<file path="src/rtl/life_next_gen_if.sv">
// Handshake and row-bus bundle between the next-generation engine and its environment.
// Combinational bundle; no latency of its own.
// No backpressure: a start pulse is a one-shot request and the row ports are plain buses.
interface life_next_gen_if;
  logic       start;
  logic [2:0] ra;
  logic [7:0] rd;
  logic [2:0] wa;
  logic [7:0] wd;
  logic       regwrite;
  logic       busy;
  logic       done;
  logic [6:0] pop;
  logic [7:0] gen;

  // Engine side: receives start and current-state read data, drives everything else.
  modport slave (
    input  start, rd,
    output ra, wa, wd, regwrite, busy, done, pop, gen
  );

  // Controller / register-file side.
  modport master (
    output start, rd,
    input  ra, wa, wd, regwrite, busy, done, pop, gen
  );
endinterface

</file>
<file path="src/rtl/life_next_gen.sv">
// Computes one Conway generation of an 8x8 board, row by row, into the next-state file.
// Latency: 34 cycles from accepted start to IDLE (4 cycles per row, done in cycle 33).
// No backpressure: start is only sampled in IDLE; a start during a pass is dropped.
module life_next_gen #(
  parameter int WRAP = 1
) (
  input  logic           ph1,
  input  logic           reset,
  life_next_gen_if.slave bus
);

  typedef enum logic [2:0] {IDLE, RD_UP, RD_MID, RD_DN, WRITE, DONE} state_t;

  state_t     state_q, state_d;
  logic [2:0] row_q, row_d;
  logic [7:0] up_q, up_d;
  logic [7:0] mid_q, mid_d;
  logic [2:0] wa_q, wa_d;
  logic [7:0] wd_q, wd_d;
  logic       regwrite_q, regwrite_d;
  logic       done_q, done_d;
  logic [6:0] acc_q, acc_d;
  logic [6:0] pop_q, pop_d;
  logic [7:0] gen_q, gen_d;
  logic [2:0] ra;
  logic [7:0] dn_eff;

  // Applies the Conway rule to every column of the middle row.
  function automatic logic [7:0] next_row(input logic [7:0] up, input logic [7:0] mid,
                                          input logic [7:0] dn);
    logic [7:0] nr;
    logic [3:0] n;
    logic [2:0] cc, cl, cr;
    logic       wl, wr;
    nr = '0;
    for (int c = 0; c < 8; c++) begin
      cc = 3'(c);
      cl = cc - 3'd1;   // wraps to column 7 at c=0
      cr = cc + 3'd1;   // wraps to column 0 at c=7
      // With a dead border the wrapped-around column must not contribute.
      wl = (WRAP != 0) || (c != 0);
      wr = (WRAP != 0) || (c != 7);
      n = 4'(up[cl] & wl) + 4'(up[cc]) + 4'(up[cr] & wr)
        + 4'(mid[cl] & wl) + 4'(mid[cr] & wr)
        + 4'(dn[cl] & wl) + 4'(dn[cc]) + 4'(dn[cr] & wr);
      nr[cc] = (n == 4'd3) | (mid[cc] & (n == 4'd2));
    end
    return nr;
  endfunction

  function automatic logic [3:0] popcount8(input logic [7:0] v);
    logic [3:0] s;
    s = '0;
    for (int i = 0; i < 8; i++) s = s + 4'(v[i]);
    return s;
  endfunction

  // Next-state, read address and write-port update for the row sequencer.
  always_comb begin
    state_d    = state_q;
    row_d      = row_q;
    up_d       = up_q;
    mid_d      = mid_q;
    wa_d       = wa_q;
    wd_d       = wd_q;
    regwrite_d = 1'b0;
    done_d     = 1'b0;
    acc_d      = acc_q;
    pop_d      = pop_q;
    gen_d      = gen_q;
    ra         = 3'd0;
    dn_eff     = 8'd0;
    case (state_q)
      IDLE: begin
        if (bus.start) begin
          row_d   = 3'd0;
          acc_d   = 7'd0;
          state_d = RD_UP;
        end
      end
      RD_UP: begin
        ra      = row_q - 3'd1;
        up_d    = (WRAP == 0 && row_q == 3'd0) ? 8'd0 : bus.rd;
        state_d = RD_MID;
      end
      RD_MID: begin
        ra      = row_q;
        mid_d   = bus.rd;
        state_d = RD_DN;
      end
      RD_DN: begin
        // The row below goes straight into the rule; the result is registered
        // so wa/wd/regwrite are clean flop outputs in the WRITE cycle.
        ra         = row_q + 3'd1;
        dn_eff     = (WRAP == 0 && row_q == 3'd7) ? 8'd0 : bus.rd;
        wa_d       = row_q;
        wd_d       = next_row(up_q, mid_q, dn_eff);
        regwrite_d = 1'b1;
        state_d    = WRITE;
      end
      WRITE: begin
        acc_d = acc_q + 7'(popcount8(wd_q));
        if (row_q == 3'd7) begin
          done_d  = 1'b1;
          pop_d   = acc_d;
          gen_d   = gen_q + 8'd1;
          state_d = DONE;
        end else begin
          row_d   = row_q + 3'd1;
          state_d = RD_UP;
        end
      end
      DONE: begin
        state_d = IDLE;
      end
      default: begin
        state_d = IDLE;
      end
    endcase
  end

  // State and datapath registers with synchronous active-low reset.
  always_ff @(posedge ph1) begin
    if (!reset) begin
      state_q    <= IDLE;
      row_q      <= 3'd0;
      up_q       <= 8'd0;
      mid_q      <= 8'd0;
      wa_q       <= 3'd0;
      wd_q       <= 8'd0;
      regwrite_q <= 1'b0;
      done_q     <= 1'b0;
      acc_q      <= 7'd0;
      pop_q      <= 7'd0;
      gen_q      <= 8'd0;
    end else begin
      state_q    <= state_d;
      row_q      <= row_d;
      up_q       <= up_d;
      mid_q      <= mid_d;
      wa_q       <= wa_d;
      wd_q       <= wd_d;
      regwrite_q <= regwrite_d;
      done_q     <= done_d;
      acc_q      <= acc_d;
      pop_q      <= pop_d;
      gen_q      <= gen_d;
    end
  end

  assign bus.ra       = ra;
  assign bus.wa       = wa_q;
  assign bus.wd       = wd_q;
  assign bus.regwrite = regwrite_q;
  assign bus.done     = done_q;
  assign bus.pop      = pop_q;
  assign bus.gen      = gen_q;
  assign bus.busy     = (state_q == RD_UP) || (state_q == RD_MID) ||
                        (state_q == RD_DN) || (state_q == WRITE);

endmodule

</file>
<file path="src/flat_wrapper.sv">
// flat-port wrapper written by rule: the top's interface ports become plain ports
module life_next_gen_flat 
#(
  parameter int WRAP = 1
)
  (ph1, reset, bus_start, bus_rd, bus_ra, bus_wa, bus_wd, bus_regwrite, bus_busy, bus_done, bus_pop, bus_gen);
  life_next_gen_if bus_i ();
  input  logic ph1;
  input  logic reset;
  input wire logic [$bits(bus_i.start)-1:0] bus_start;
  input wire logic [$bits(bus_i.rd)-1:0] bus_rd;
  output wire logic [$bits(bus_i.ra)-1:0] bus_ra;
  output wire logic [$bits(bus_i.wa)-1:0] bus_wa;
  output wire logic [$bits(bus_i.wd)-1:0] bus_wd;
  output wire logic [$bits(bus_i.regwrite)-1:0] bus_regwrite;
  output wire logic [$bits(bus_i.busy)-1:0] bus_busy;
  output wire logic [$bits(bus_i.done)-1:0] bus_done;
  output wire logic [$bits(bus_i.pop)-1:0] bus_pop;
  output wire logic [$bits(bus_i.gen)-1:0] bus_gen;
  assign bus_i.start = bus_start;
  assign bus_i.rd = bus_rd;
  assign bus_ra = bus_i.ra;
  assign bus_wa = bus_i.wa;
  assign bus_wd = bus_i.wd;
  assign bus_regwrite = bus_i.regwrite;
  assign bus_busy = bus_i.busy;
  assign bus_done = bus_i.done;
  assign bus_pop = bus_i.pop;
  assign bus_gen = bus_i.gen;
  life_next_gen #(.WRAP(WRAP)) u_core (.ph1(ph1), .reset(reset), .bus(bus_i));
endmodule
</file>
<file path="config.mk">
export PLATFORM = sky130hd
export DESIGN_NAME = life_next_gen_flat
export DESIGN_NICKNAME = d
export VERILOG_FILES = /design/src/rtl/life_next_gen_if.sv /design/src/rtl/life_next_gen.sv /design/src/flat_wrapper.sv
export SDC_FILE = /design/constraint.sdc
export NUM_CORES = 1
export LEC_CHECK = 0
export BUFFER_PORTS_ARGS = -buffer_cell sky130_fd_sc_hd__buf_2
export CORE_ASPECT_RATIO = 1.25
export CORE_UTILIZATION = 40
export DETAILED_ROUTE_END_ITERATION = 12
export GPL_TIMING_DRIVEN = 1
export PLACE_DENSITY = 0.68
export SETUP_SLACK_MARGIN = 0.05
export SYNTH_ARGS = -nofsm -noshare
export SYNTH_HDL_FRONTEND = slang
export SYNTH_SLANG_ARGS = --single-unit
</file>
<file path="constraint.sdc">
create_clock -name ph1 -period 4.7 [get_ports ph1]
set_input_delay 0.705 -clock ph1 [delete_from_list [all_inputs] [get_ports ph1]]
set_output_delay 0.705 -clock ph1 [all_outputs]
set_load 0.01 [all_outputs]
</file>
==> flow_summary.ini <==
[clock_tree]
ctsResizeCount = 0
clock_sinks = 57
clk_pin_slew_ns = 0.05
cts_hold_buf = 0
h-tree-depth = 3
clk_path_buf_depth = 2
worstSkewPairLatency_ns = 0.33
cts_tree = built
root_buffer = clkbuf_16
post_cts_buffers = 0
cts_buffers = 9

[yosys]
syn-num-nets = 553
yosysTopAreaCellShare_pct = 28.0
netlist_instances = 470
synth_flop_cell = dfxtp_1
synthDistinctLibCells = 47
ys_seq_elements = 57
synth_commonest_cells = 87 x inv_1, 70 x nor2_1, 57 x dfxtp_1
synthTopCellsByArea = dfxtp_1 28%, fa_1 18%, ha_1 11%, inv_1 8.0%, nor2_1 6.4%
yosysTopAreaCell = dfxtp_1
synth_area_um2 = 4080
ys_seq_area_share_pct = 28.0
syn_area_per_cell_um2 = 8.67
synth_edf_count = 0
yosysMostFrequentCell = inv_1
yosys_warnings = 0
synthArstFlopShare_pct = 0

[sta]
slew_violations = 0
max_slew.worst_pin.slew_ns = 1.13
timing.final.crit_share_pct = 79.9
hold_viol = 0
setup-tns-final_ns = 0
max_freq_ghz = 0.266
fin_skew_ns = 0.00707
setup_violations = 0
finalCriticalPeriod_ns = 3.75
rsz0062_at_grt = false
slew_headroom_pct = 24.4

[critical_path]
worstReg2RegStart = u_core.bus.wd[0]$_SDFFE_PN0P_
r2r_slack_ns = 0.95
crit_fanout = 4
required_ns = 4.92
timing.rr.end = u_core.acc_q[5]$_SDFFE_PN0P_
startpoint_type = flip-flop
rr_worst_depth = 12
end_kind = flip-flop
critical_path_class = reg2reg
worstPathArrival_ns = 3.97

[cells_and_area]
finalInstanceArea_um2 = 4690
final_net_count = 588
drive_gt1_share_pct = 12.6
fillers = 931
final_core_util_pct = 48.0
area.growth.synth_to_final_pct = 15.0
num_antenna_cells = 0

[die]
die_y_um = 115
die-area_um2 = 10600
coreArea_um2 = 9760
die_w_um = 92.3
ios = 43
start_util_pct = 41.8
row_count = 40

[global_routing]
grt_first_pass_wirelength_mm = 14.3
grt_pass1_vias = 3175
grt_overflow = 0
grt_max_degree = 35
met1_usage_pct = 20.0
antenna_found_initial = 0
track_usage_pct = 17.3
use_met2_pct = 31.0
use_met3_pct = 4.03
top_usage_layer = met2

[placement]
portBuffers = 42
place.gp.congestion = 0.812
dpl_cell_area_um2 = 4370
dp_hpwl_mm = 6.38

[routing]
viasPerCell = 5.03
drt_drc_violations_left = 0
wirelength_mm = 8.39
wl_per_cell_um = 13.2
dr_total_vias = 3193
dr.pass1.iters = 4
drtAntennaViolNets = 0
drt_iter0_markers = 151

[hold_path]
hp-class = reg2reg
min_to = u_core.bus.pop[0]$_SDFFE_PN0P_
holdPathStages = 2
hold_start = u_core.bus.pop[0]$_SDFFE_PN0P_

[job]
cap_violations = 0

[power_and_ir_drop]
power.leakage_nw = 2.19
p_per_area_nw_per_um2 = 315
peakVddDrop_v = 0.000172

[status]
status = finished, final reports clean
[how the worst max path moves through the flow]
stage | cells after the start | slack (ns) | start | to
6_report | 12 | 0.95 | u_core.bus.wd[0]$_SDFFE_PN0P_ | u_core.acc_q[5]$_SDFFE_PN0P_
5_1_grt | 12 | 0.80 | u_core.bus.wd[0]$_SDFFE_PN0P_ | u_core.acc_q[5]$_SDFFE_PN0P_
4_1_cts | 12 | 0.94 | u_core.bus.wd[0]$_SDFFE_PN0P_ | u_core.acc_q[5]$_SDFFE_PN0P_
3_5_place_dp | 12 | 0.95 | u_core.bus.wd[0]$_SDFFE_PN0P_ | u_core.acc_q[5]$_SDFFE_PN0P_
3_3_place_gp | 12 | 1.03 | bus_rd[1] | u_core.bus.wd[2]$_SDFFE_PN0P_
2_1_floorplan | 12 | 1.10 | u_core.bus.wd[0]$_SDFFE_PN0P_ | u_core.acc_q[5]$_SDFFE_PN0P_
[routing by layer]
layer | vias to the layer above | part of all wire (%)
met3 | 13 | 2.6
met1 | 1547 | 44
met2 | 37 | 51
li1 | 1596 | -
met5 | - | 0
met4 | 0 | 2.1
[worst max-delay path: stages (launching register included)]
cell	delay [ns]
dfxtp_1	0.33
ha_1	0.28
inv_1	0.05
fa_1	0.49
fa_1	0.43
fa_1	0.41
fa_1	0.49
inv_1	0.06
ha_1	0.27
a21oi_1	0.19
o22ai_1	0.17
nor3b_1	0.16
a311o_1	0.32
[cells by family (layout without fill, tap and decap cells)]
family | count (synthesis) | count (layout) | share of synthesized area (%)
AND/OR/NAND/NOR | 140 | 140 | 16.8
flip-flops | 57 | 57 | 28.0
multiplexers | 11 | 11 | 2.70
buffers and inverters | 108 | 147 | 10.4
XOR/XNOR | 11 | 11 | 2.36
adder cells (fa/ha/maj) | 72 | 72 | 28.9
AO/OA/AOI/OAI | 71 | 71 | 10.8
[stage by stage]
stage | std cells | worst slack (ns) | total power, W | hold WS, ns
2_1_floorplan | 470 | 1.10 | 0.000719 | 0.461
3_3_place_gp | 620 | 1.03 | 0.000771 | 0.441
3_5_place_dp | 620 | 0.952 | 0.000787 | 0.460
4_1_cts | 635 | 0.944 | 0.00149 | 0.468
5_1_grt | 635 | 0.800 | 0.00156 | 0.487
6_report | 635 | 0.946 | 0.00148 | 0.463
[area by class of cell]
type | instances | area, um2 | area share [%]
Clock inverter | 5 | 80.1 | 1.71
Clock buffer | 10 | 239 | 5.10
Multi-Input combinational cell | 305 | 2510 | 53.6
Sequential cell | 57 | 1140 | 24.3
Timing Repair Buffer | 44 | 225 | 4.80
Inverter | 88 | 330 | 7.05
Tap cell | 126 | 158 | 3.36
[where the power goes]
group	switching (W)	internal, W
registers	0.0000171	0.000495
logic	0.000155	0.000107
clock network	0.000228	0.000474
[registers in the layout, indices dropped and copies added, names as in the netlist]
signal and flops:
u_core.mid_q 8, u_core.up_q 8, u_core.acc_q 7, u_core.bus.regwrite 1, u_core.bus.done 1, u_core.bus.pop 7, u_core.bus.wd 8, u_core.bus.wa 3
u_core.state_q 3, u_core.row_q 3, u_core.bus.gen 8
[placed cells by master, fill, tap and decap left out, types with 3 or more instances in the layout]
cell type  count
a211oi_1       9
a21o_1         3
a21oi_1       35
a22oi_1        5
and3_1         3
buf_2         42
clkbuf_16      9
dfxtp_1       57
fa_1          37
ha_1          35
inv_1         87
mux2i_1       11
nand2_1       21
nand3_1       13
nand4_1        3
nor2_1        70
nor2b_1        4
nor3_1         4
nor3b_1        3
o211ai_1       4
o21ai_0        4
or4_1          7
xnor2_1        5
xor2_1         6
Power figures use the tool's default switching activity.
